===== config.mk =====
export PLATFORM = sky130hd
export DESIGN_NAME = butterfly_dif_flat
export DESIGN_NICKNAME = d
export VERILOG_FILES = /design/src/rtl/butterfly_dif_pkg.sv /design/src/rtl/butterfly_dif_if.sv /design/src/rtl/butterfly_dif_fx_mul.sv /design/src/rtl/butterfly_dif.sv /design/src/flat_wrapper.sv
export SDC_FILE = /design/constraint.sdc
export NUM_CORES = 1
export LEC_CHECK = 0
export ABC_AREA = 1
export ABC_CLOCK_PERIOD_IN_PS = 10230
export BUFFER_PORTS_ARGS = -buffer_cell sky130_fd_sc_hd__buf_2
export CORE_MARGIN = 2
export CORE_UTILIZATION = 36
export CTS_CLUSTER_DIAMETER = 150
export DETAILED_ROUTE_END_ITERATION = 12
export GPL_TIMING_DRIVEN = 0
export HOLD_SLACK_MARGIN = 0.12
export SLEW_MARGIN = 20
export SYNTH_ARGS = -nofsm -noshare
export SYNTH_HDL_FRONTEND = slang
export SYNTH_SLANG_ARGS = --single-unit

===== constraint.sdc =====
create_clock -name i_clk -period 10.23 [get_ports i_clk]
set_input_delay 2.5575 -clock i_clk [delete_from_list [all_inputs] [get_ports i_clk]]
set_output_delay 2.5575 -clock i_clk [all_outputs]
set_load 0.005 [all_outputs]

===== src/rtl/butterfly_dif_pkg.sv =====
// Shared definitions for the radix-2 DIF butterfly: FSM encoding and Q-format defaults.
// Optional per-stage 1/2 scaling is selected by defining BFLY_SCALE_EN.
package butterfly_dif_pkg;

    localparam int WORD_SIZE_DEF = 16;
    localparam int FRACTION_DEF  = 8;
    localparam int ONE           = 1 << FRACTION_DEF;
    localparam int MUL_STEPS     = 4;

    typedef enum logic [2:0] {
        ST_IDLE,
        ST_DIFF,
        ST_MUL,
        ST_COMB,
        ST_OUT
    } state_t;

endpackage


===== src/rtl/butterfly_dif_if.sv =====
// Operand/result handshake bundle between operand memory, butterfly and result writer.
interface butterfly_dif_if
    import butterfly_dif_pkg::*;
#(
    parameter int WORD_SIZE = WORD_SIZE_DEF
);
    logic                        i_valid;
    logic                        o_ready;
    logic signed [WORD_SIZE-1:0] i_in0_re, i_in0_im;
    logic signed [WORD_SIZE-1:0] i_in1_re, i_in1_im;
    logic signed [WORD_SIZE-1:0] i_tw_re, i_tw_im;
    logic                        i_inverse;
    logic                        o_valid;
    logic                        i_ready;
    logic signed [WORD_SIZE-1:0] o_out0_re, o_out0_im;
    logic signed [WORD_SIZE-1:0] o_out1_re, o_out1_im;

    modport slave (
        input  i_valid, i_in0_re, i_in0_im, i_in1_re, i_in1_im,
               i_tw_re, i_tw_im, i_inverse, i_ready,
        output o_ready, o_valid, o_out0_re, o_out0_im, o_out1_re, o_out1_im
    );

    modport master (
        output i_valid, i_in0_re, i_in0_im, i_in1_re, i_in1_im,
               i_tw_re, i_tw_im, i_inverse, i_ready,
        input  o_ready, o_valid, o_out0_re, o_out0_im, o_out1_re, o_out1_im
    );

endinterface


===== src/rtl/butterfly_dif_fx_mul.sv =====
// Signed fixed-point multiply: full-width product, arithmetic >> FRACTION, truncate.
module fx_mul
    import butterfly_dif_pkg::*;
#(
    parameter int WORD_SIZE = WORD_SIZE_DEF,
    parameter int FRACTION  = FRACTION_DEF
) (
    input  logic signed [WORD_SIZE-1:0] a,
    input  logic signed [WORD_SIZE-1:0] b,
    output logic signed [WORD_SIZE-1:0] p
);
    logic signed [2*WORD_SIZE-1:0] prod;

    assign prod = a * b;
    // Truncation wraps; -1.0 * -1.0 deliberately does not saturate.
    assign p    = WORD_SIZE'(prod >>> FRACTION);

endmodule


===== src/rtl/butterfly_dif.sv =====
// Radix-2 DIF butterfly: out0 = in0 + in1, out1 = (in0 - in1) * W (conj(W) when inverse).
// One shared real multiplier, four passes; BFLY_SCALE_EN halves sum/difference.
module butterfly_dif
    import butterfly_dif_pkg::*;
#(
    parameter int WORD_SIZE = WORD_SIZE_DEF,
    parameter int FRACTION  = FRACTION_DEF
) (
    input  logic           i_clk,
    input  logic           i_rst_n,
    butterfly_dif_if.slave bus
);
    typedef logic signed [WORD_SIZE-1:0] word_t;

    state_t     state_q, state_d;
    logic [1:0] k_q;
    logic       inv_q;
    word_t      in0_re_q, in0_im_q, in1_re_q, in1_im_q, tw_re_q, tw_im_q;
    word_t      d_re_q, d_im_q;
    word_t      p_q [MUL_STEPS];
    word_t      out0_re_q, out0_im_q, out1_re_q, out1_im_q;
    word_t      s_re, s_im, d_re, d_im;
    word_t      mul_a, mul_b, mul_p;

    // NOTE: clocked state uses non-blocking assignments so every register samples pre-edge values.
    always_ff @(posedge i_clk or negedge i_rst_n) begin
        if (!i_rst_n) state_q <= ST_IDLE;
        else          state_q <= state_d;
    end

    // NOTE: default assignment first so no path leaves state_d unassigned (no latch).
    always_comb begin
        state_d = state_q;
        unique case (state_q)
            ST_IDLE: if (bus.i_valid) state_d = ST_DIFF;
            ST_DIFF: state_d = ST_MUL;
            ST_MUL:  if (k_q == 2'(MUL_STEPS - 1)) state_d = ST_COMB;
            ST_COMB: state_d = ST_OUT;
            ST_OUT:  if (bus.i_ready) state_d = ST_IDLE;
            default: state_d = ST_IDLE;
        endcase
    end

    always_comb begin
        bus.o_ready = (state_q == ST_IDLE);
        bus.o_valid = (state_q == ST_OUT);
    end

    assign bus.o_out0_re = out0_re_q;
    assign bus.o_out0_im = out0_im_q;
    assign bus.o_out1_re = out1_re_q;
    assign bus.o_out1_im = out1_im_q;

`ifdef BFLY_SCALE_EN
    // One guard bit so the halved result is exact instead of wrapping first.
    logic signed [WORD_SIZE:0] s_re_x, s_im_x, d_re_x, d_im_x;
    always_comb begin
        s_re_x = {in0_re_q[WORD_SIZE-1], in0_re_q} + {in1_re_q[WORD_SIZE-1], in1_re_q};
        s_im_x = {in0_im_q[WORD_SIZE-1], in0_im_q} + {in1_im_q[WORD_SIZE-1], in1_im_q};
        d_re_x = {in0_re_q[WORD_SIZE-1], in0_re_q} - {in1_re_q[WORD_SIZE-1], in1_re_q};
        d_im_x = {in0_im_q[WORD_SIZE-1], in0_im_q} - {in1_im_q[WORD_SIZE-1], in1_im_q};
        s_re   = WORD_SIZE'(s_re_x >>> 1);
        s_im   = WORD_SIZE'(s_im_x >>> 1);
        d_re   = WORD_SIZE'(d_re_x >>> 1);
        d_im   = WORD_SIZE'(d_im_x >>> 1);
    end
`else
    always_comb begin
        s_re = in0_re_q + in1_re_q;
        s_im = in0_im_q + in1_im_q;
        d_re = in0_re_q - in1_re_q;
        d_im = in0_im_q - in1_im_q;
    end
`endif

    // Pass order k: d_re*w_re, d_im*w_im, d_re*w_im, d_im*w_re.
    always_comb begin
        mul_a = k_q[0] ? d_im_q : d_re_q;
        mul_b = (k_q[0] ^ k_q[1]) ? tw_im_q : tw_re_q;
    end

    fx_mul #(
        .WORD_SIZE (WORD_SIZE),
        .FRACTION  (FRACTION)
    ) u_fx_mul (
        .a (mul_a),
        .b (mul_b),
        .p (mul_p)
    );

    always_ff @(posedge i_clk or negedge i_rst_n) begin
        if (!i_rst_n) begin
            k_q       <= '0;
            inv_q     <= 1'b0;
            in0_re_q  <= '0;
            in0_im_q  <= '0;
            in1_re_q  <= '0;
            in1_im_q  <= '0;
            tw_re_q   <= '0;
            tw_im_q   <= '0;
            d_re_q    <= '0;
            d_im_q    <= '0;
            out0_re_q <= '0;
            out0_im_q <= '0;
            out1_re_q <= '0;
            out1_im_q <= '0;
            // NOTE: the product array is four flops, not RAM, so it can and does take the async reset.
            for (int i = 0; i < MUL_STEPS; i++) p_q[i] <= '0;
        end else begin
            unique case (state_q)
                ST_IDLE: if (bus.i_valid) begin
                    in0_re_q <= bus.i_in0_re;
                    in0_im_q <= bus.i_in0_im;
                    in1_re_q <= bus.i_in1_re;
                    in1_im_q <= bus.i_in1_im;
                    tw_re_q  <= bus.i_tw_re;
                    tw_im_q  <= bus.i_tw_im;
                    inv_q    <= bus.i_inverse;
                end
                ST_DIFF: begin
                    out0_re_q <= s_re;
                    out0_im_q <= s_im;
                    d_re_q    <= d_re;
                    d_im_q    <= d_im;
                    k_q       <= '0;
                end
                ST_MUL: begin
                    p_q[k_q] <= mul_p;
                    k_q      <= k_q + 2'd1;
                end
                ST_COMB: begin
                    if (inv_q) begin
                        out1_re_q <= p_q[0] + p_q[1];
                        out1_im_q <= p_q[3] - p_q[2];
                    end else begin
                        out1_re_q <= p_q[0] - p_q[1];
                        out1_im_q <= p_q[2] + p_q[3];
                    end
                end
                default: ;
            endcase
        end
    end

endmodule


===== src/flat_wrapper.sv =====
// flat-port wrapper written by rule: the top's interface ports become plain ports
module butterfly_dif_flat import butterfly_dif_pkg::*;
#(
    parameter int WORD_SIZE = WORD_SIZE_DEF,
    parameter int FRACTION  = FRACTION_DEF
)
  (i_clk, i_rst_n, bus_i_valid, bus_i_in0_re, bus_i_in0_im, bus_i_in1_re, bus_i_in1_im, bus_i_tw_re, bus_i_tw_im, bus_i_inverse, bus_i_ready, bus_o_ready, bus_o_valid, bus_o_out0_re, bus_o_out0_im, bus_o_out1_re, bus_o_out1_im);
  butterfly_dif_if #(.WORD_SIZE(WORD_SIZE)) bus_i ();
  input  logic i_clk;
  input  logic i_rst_n;
  input wire logic [$bits(bus_i.i_valid)-1:0] bus_i_valid;
  input wire logic [$bits(bus_i.i_in0_re)-1:0] bus_i_in0_re;
  input wire logic [$bits(bus_i.i_in0_im)-1:0] bus_i_in0_im;
  input wire logic [$bits(bus_i.i_in1_re)-1:0] bus_i_in1_re;
  input wire logic [$bits(bus_i.i_in1_im)-1:0] bus_i_in1_im;
  input wire logic [$bits(bus_i.i_tw_re)-1:0] bus_i_tw_re;
  input wire logic [$bits(bus_i.i_tw_im)-1:0] bus_i_tw_im;
  input wire logic [$bits(bus_i.i_inverse)-1:0] bus_i_inverse;
  input wire logic [$bits(bus_i.i_ready)-1:0] bus_i_ready;
  output wire logic [$bits(bus_i.o_ready)-1:0] bus_o_ready;
  output wire logic [$bits(bus_i.o_valid)-1:0] bus_o_valid;
  output wire logic [$bits(bus_i.o_out0_re)-1:0] bus_o_out0_re;
  output wire logic [$bits(bus_i.o_out0_im)-1:0] bus_o_out0_im;
  output wire logic [$bits(bus_i.o_out1_re)-1:0] bus_o_out1_re;
  output wire logic [$bits(bus_i.o_out1_im)-1:0] bus_o_out1_im;
  assign bus_i.i_valid = bus_i_valid;
  assign bus_i.i_in0_re = bus_i_in0_re;
  assign bus_i.i_in0_im = bus_i_in0_im;
  assign bus_i.i_in1_re = bus_i_in1_re;
  assign bus_i.i_in1_im = bus_i_in1_im;
  assign bus_i.i_tw_re = bus_i_tw_re;
  assign bus_i.i_tw_im = bus_i_tw_im;
  assign bus_i.i_inverse = bus_i_inverse;
  assign bus_i.i_ready = bus_i_ready;
  assign bus_o_ready = bus_i.o_ready;
  assign bus_o_valid = bus_i.o_valid;
  assign bus_o_out0_re = bus_i.o_out0_re;
  assign bus_o_out0_im = bus_i.o_out0_im;
  assign bus_o_out1_re = bus_i.o_out1_re;
  assign bus_o_out1_im = bus_i.o_out1_im;
  butterfly_dif #(.WORD_SIZE(WORD_SIZE), .FRACTION(FRACTION)) u_core (.i_clk(i_clk), .i_rst_n(i_rst_n), .bus(bus_i));
endmodule

==> flow_summary.ini, run 1 <==
[run_status]
status = complete, no violations

[min_path]
hold_class = flip-flop to flip-flop

[layout]
fin_nets = 3545
antenna_cells = 0
layout_common_cells = nand2_1 (678), inv_1 (502), dfrtp_1 (260)
layout_commonest_cell = nand2_1
drive_above_1_share_pct = 11.5
syn_to_final_growth_pct = 13.0

[place]
dpl.hpwl_um = 54200
post-place-ws_ns = 1.79
gp_congestion = 0.914
io_buffers = 166

[drt]
ant_nets = 0
wl_per_cell_um = 16.9
dr_total_vias = 19100
dr.pass1.iters = 5
via_per_inst = 4.84
routed_wl_um = 66900
drt_iter0_drc = 1190
drc_errors = 0

[worst_setup_path]
cp-start-kind = flip-flop
crit_required_ns = 10.71
slowest_delay_ns = 0.83
cp-end-kind = flip-flop
crit_buf_inv = 10
criticalPathCategory = flip-flop to flip-flop
slowest_stage = o21ai_0
cp_top_family = adder cells
cpMostUsedCell = fa_1
arrival_ns = 9.05
cp_max_fo = 11

[synthesis]
synth_xor_area_share_pct = 2.82
synth-compound-area-share_pct = 8.87
ys_ff_latch = 260
synthAdderAreaFrac_pct = 25.9
synth-main-ff-cell = dfrtp_1
muxShareOfSynthArea_pct = 2.36
yosysSeqAreaShare_pct = 28.4
yosys_warnings = 0
async_flop_share_pct = 100
avgSynthCellArea_sq_um = 7.94
syn_nets = 3342
syn-cell-area_sq_mm = 0.0229
synthCells = 2883
synth_top_family_by_area = adder cells
synth_cell_types = 51
synth_simple_gate_area_share_pct = 21.7
synth_edf_count = 0

[timing]
grt_setup_unrepaired = false
fin_setup_tns_ns = 0
worst_pin_slew_ns = 1.07
hold_viol_final = 0
fmax_ghz = 0.117
finalSetupViolations = 0
drv_slew = 0
finalWorstSetupSlack_ns = 1.66
relSlewSlack_pct = 28.5
layout_min_cycle_time_ns = 8.57
period_share_pct = 83.8
clock-skew-final_ns = 0.0274

[global_routing]
grt_use_met3_pct = 3.01
grt_overflow = 0
grt_pass1_vias = 19800
grt_pass1_wl_um = 107000
track_usage_pct = 20.5
grt_use_met1_pct = 25.7
grt_busiest_layer = met2
grt.met2_usage_pct = 36.4
grt_max_degree = 84
antenna_found_initial = 2

[cts]
htreeDepth = 1
cts_hold_buf = 0
clock_latency_ns = 0.60
cts_tree = done
cts_buffers = 31
path_clk_slew_ns = 0.06
clockRootBuffer = clkbuf_16
clkSinkCount = 260
clock_path_buffers = 3
postCtsSetupBuffers = 0
cts-resized-gates = 0

[flow_run]
timing.max_cap.violations = 0

[die]
coreArea_sq_mm = 0.0630
row_count = 92
boundaryPins = 167
start_util_pct = 36.4
die_y_um = 256
dieArea_sq_mm = 0.0656
fp.dieW_um = 256
-- registers in the layout, summed over array words and instances, names as in the netlist, 16 cells and up --
| signal | count |
|---|---|
| u_core.in0_im_q | 16 |
| u_core.in0_re_q | 16 |
| u_core.p_q | 64 |
| u_core.tw_re_q | 16 |
| u_core.bus.o_out1_im | 16 |
| u_core.in1_im_q | 16 |
| u_core.bus.o_out0_im | 16 |
| u_core.in1_re_q | 16 |
| u_core.tw_im_q | 16 |
| u_core.bus.o_out1_re | 16 |
| u_core.bus.o_out0_re | 16 |
-- worst paths after layout --
kind                                    startpoint                  endpoint  slack [ns]  cells after the start
max                                  u_core.k_q[0]            u_core.p_q[60]        1.66                     26
min                        u_core.bus.o_out1_re[1]   u_core.bus.o_out1_re[1]        0.47                      2
max reg2reg                          u_core.k_q[0]            u_core.p_q[60]        1.66                     26
min reg2reg                u_core.bus.o_out1_re[1]   u_core.bus.o_out1_re[1]        0.47                      2
max in group asynchronous                  i_rst_n          u_core.d_im_q[9]        7.31                      3
min in group asynchronous                  i_rst_n  u_core.bus.o_out1_im[14]        1.84                      1
-- cell families after synthesis --
group	count (synthesis)
AND/OR/NAND/NOR	1187
buffers and inverters	595
AO/OA/AOI/OAI	362
adder cells (fa/ha/maj)	358
flip-flops	260
XOR/XNOR	73
multiplexers	48
-- cell usage after synthesis, types with 3 or more instances --
master | n | area share, %
o21a_1 | 4 | 0.13
o21bai_1 | 6 | 0.20
or2_2 | 17 | 0.46
nor3_1 | 26 | 0.57
nand4_1 | 11 | 0.30
nand2_2 | 15 | 0.41
buf_1 | 3 | 0.049
nand2_1 | 678 | 11
o21ai_1 | 17 | 0.37
clkinv_1 | 5 | 0.082
o21ai_2 | 9 | 0.34
nand3_1 | 153 | 3.3
buf_6 | 3 | 0.15
clkbuf_1 | 54 | 0.89
nor2_1 | 254 | 4.2
o211ai_1 | 4 | 0.13
xnor2_1 | 21 | 0.80
o31ai_1 | 15 | 0.49
dfrtp_1 | 260 | 28
a211oi_1 | 4 | 0.13
buf_2 | 15 | 0.33
mux2_2 | 48 | 2.4
inv_2 | 8 | 0.13
nand3b_1 | 8 | 0.26
ha_1 | 166 | 9.1
xor2_1 | 51 | 2.0
nand2_4 | 8 | 0.39
buf_4 | 5 | 0.16
fa_1 | 192 | 17
o21ai_0 | 129 | 2.8
a221oi_1 | 4 | 0.15
a21boi_0 | 6 | 0.20
inv_1 | 502 | 8.2
nand3_2 | 4 | 0.17
o22ai_1 | 4 | 0.11
a21oi_1 | 133 | 2.9
a21o_1 | 12 | 0.39
a31oi_1 | 11 | 0.30
-- worst min-delay path, stage by stage, from the launching register on --
cell	delay [ns]
dfrtp_1	0.33
nand2_1	0.06
nand2_1	0.05
-- routing by layer --
metal,vias up,routed length (um)
met5,-,27
met4,4,2140
met3,98,3350
met2,470,32700
met1,9181,28600
li1,9376,-
-- final cells by class --
type,count,area (sq um)
Buffer,80,360
Clock buffer,48,900
Clock inverter,8,72.6
Fill cell,6550,37100
Inverter,515,1930
Multi-Input combinational cell,2028,14100
Sequential cell,260,6510
Tap cell,846,1060
Timing Repair Buffer,170,931
-- metrics by stage --
stage,instances,area (sq um),hold WS [ns],util [%]
2_1_floorplan,2883,22900,0.449,-
3_3_place_gp,3895,24800,0.459,39.4
3_5_place_dp,3899,24900,0.460,39.5
4_1_cts,3955,25900,0.473,41.1
5_1_grt,3955,25900,0.492,41.1
6_report,3955,25900,0.467,41.1
Power of run 1 is not shown: default switching activity piles up to over one toggle a cycle in this logic, so the estimate is an artifact.
==> run 2: changes to the inputs <==
--- a/config.mk
+++ b/config.mk
@@ -6,7 +6,7 @@
 export NUM_CORES = 1
 export LEC_CHECK = 0
 export ABC_AREA = 1
-export ABC_CLOCK_PERIOD_IN_PS = 10230
+export ABC_CLOCK_PERIOD_IN_PS = 7400
 export BUFFER_PORTS_ARGS = -buffer_cell sky130_fd_sc_hd__buf_2
 export CORE_MARGIN = 2
 export CORE_UTILIZATION = 36
==> constraint.sdc (replaced) <==
create_clock -name i_clk -period 7.4 [get_ports i_clk]
set_input_delay 1.85 -clock i_clk [delete_from_list [all_inputs] [get_ports i_clk]]
set_output_delay 1.85 -clock i_clk [all_outputs]
set_load 0.005 [all_outputs]
==> run 2 against run 1 <==
Net effect:
- routed wire length about the same
- design area up 0.83%
- via count up 0.39%
- flip-flop and latch count unchanged
==> flow_summary.ini, run 2 (synthesis gave the netlist of run 1 again) <==
[run_status]
status = complete, no violations

[global_routing]
grt_max_degree = 84
track_usage_pct = 20.6
grt_pass1_vias = 19900
antenna_found_initial = 2
grt_pass1_wl_um = 107000
grt_overflow = 0

[timing]
fmax_ghz = 0.141
finalSetupViolations = 0
clock-skew-final_ns = 0.0305
hold_viol_final = 0
period_share_pct = 95.9
relSlewSlack_pct = 29.9
drv_slew = 0
layout_min_cycle_time_ns = 7.09
finalWorstSetupSlack_ns = 0.306
grt_setup_unrepaired = false
worst_pin_slew_ns = 1.05

[layout]
largest_register = u_core.p_q
fill_cells = 6529
drive_above_1_share_pct = 13.1
fin_nets = 3549
seqCellArea_sq_mm = 0.00651
antenna_cells = 0
final_area_sq_mm = 0.0261
largest_reg_flops = 64
multi_input_area_sq_mm = 0.0143
syn_to_final_growth_pct = 13.9
final_cells = 3959
layout_common_cells = nand2_1 (676), inv_1 (498), dfrtp_1 (259)
layout_commonest_cell = nand2_1

[die]
dieArea_sq_mm = 0.0656
coreArea_sq_mm = 0.0630
fp.dieW_um = 256
boundaryPins = 167
die_y_um = 256
start_util_pct = 36.4
row_count = 92

[cts]
clock_latency_ns = 0.60
clockRootBuffer = clkbuf_16
clock_path_buffers = 3
cts_buffers = 31
htreeDepth = 1
clkSinkCount = 260
cts_tree = done
path_clk_slew_ns = 0.06

[worst_setup_path]
cp-startpoint = u_core.k_q[0]
slowest_delay_ns = 0.64
criticalPathCategory = flip-flop to flip-flop
r2r_cells = 28
r2r_start = u_core.k_q[0]
arrival_ns = 7.57
cp_max_fo = 11
r2r_slack_ns = 0.31
slowest_stage = fa_2
cp-start-kind = flip-flop
crit_required_ns = 7.88
r2r-end = u_core.p_q[63]
cpMostUsedCell = fa_1
cp-end-kind = flip-flop

[place]
gp_congestion = 0.914
post-place-ws_ns = -1.04
dpl.hpwl_um = 54200
postPlaceCellArea_sq_mm = 0.0249
dp_cells = 3899
io_buffers = 166

[min_path]
whs_path_depth = 2
holdPathEnd = u_core.bus.o_out1_re[1]
hold_class = flip-flop to flip-flop
worstHoldStart = u_core.bus.o_out1_re[1]

[drt]
drt_iter0_drc = 1214
drc_errors = 0
ant_nets = 0
via_per_inst = 4.85
routed_wl_um = 66800
dr.pass1.iters = 5
wl_per_cell_um = 16.9
dr_total_vias = 19200

[flow_run]
timing.max_cap.violations = 0
==> run 2: cell type report <==
type,count,area share [%]
Inverter,515,7.43
Sequential cell,260,25.0
Buffer,80,1.50
Tap cell,846,4.06
Clock inverter,8,0.278
Clock buffer,48,3.45
Multi-Input combinational cell,2028,54.7
Timing Repair Buffer,174,3.68
==> run 2: worst max-delay path, delay by kind of cell (launching register included) <==
kind / cells / cell delay, ns
simple gates: 6 / 0.66
fa+ha+maj: 8 / 3.75
flops: 1 / 0.45
buf+inv: 9 / 1.19
compound gates: 5 / 0.90
==> run 2: layer usage <==
layer / track usage (%) / wire, um / part of all wire, %
met1: 25.8 / 28400 / 43
met2: 36.7 / 32900 / 49
met3: 2.82 / 3290 / 4.9
met4: 6.09 / 2190 / 3.3
met5: 0 / 30 / 0.045
==> run 2: through the flow <==
step                setup TNS, ns  utilization (%)  hold WS (ns)
floorplan                       0                -         0.449
global placement          -217.42             39.4         0.459
detailed placement         -40.96             39.5         0.460
CTS                             0             41.2         0.473
global route                    0             41.4         0.492
finish                          0             41.4         0.466
==> run 2: what timing repair did <==
action / in CTS / in global routing
endpoints found under the setup margin: 60 / 42
gates resized for setup: 27 / 43
hold buffers: 0 / 0
buffers inserted: 4 / 0
pin swaps: 1 / 0
endpoints found under the hold margin: 0 / 0
==> run 2: worst max-delay path by stage <==
stage	end	slack (ns)
after floorplan	u_core.p_q[63]	0.75
after global placement	u_core.p_q[60]	-1.08
after detailed placement	u_core.p_q[60]	-1.04
after CTS	u_core.p_q[62]	0.006
after global routing	u_core.p_q[14]	0.003
final	u_core.p_q[63]	0.31
Power of run 2 is left out for the same reason.
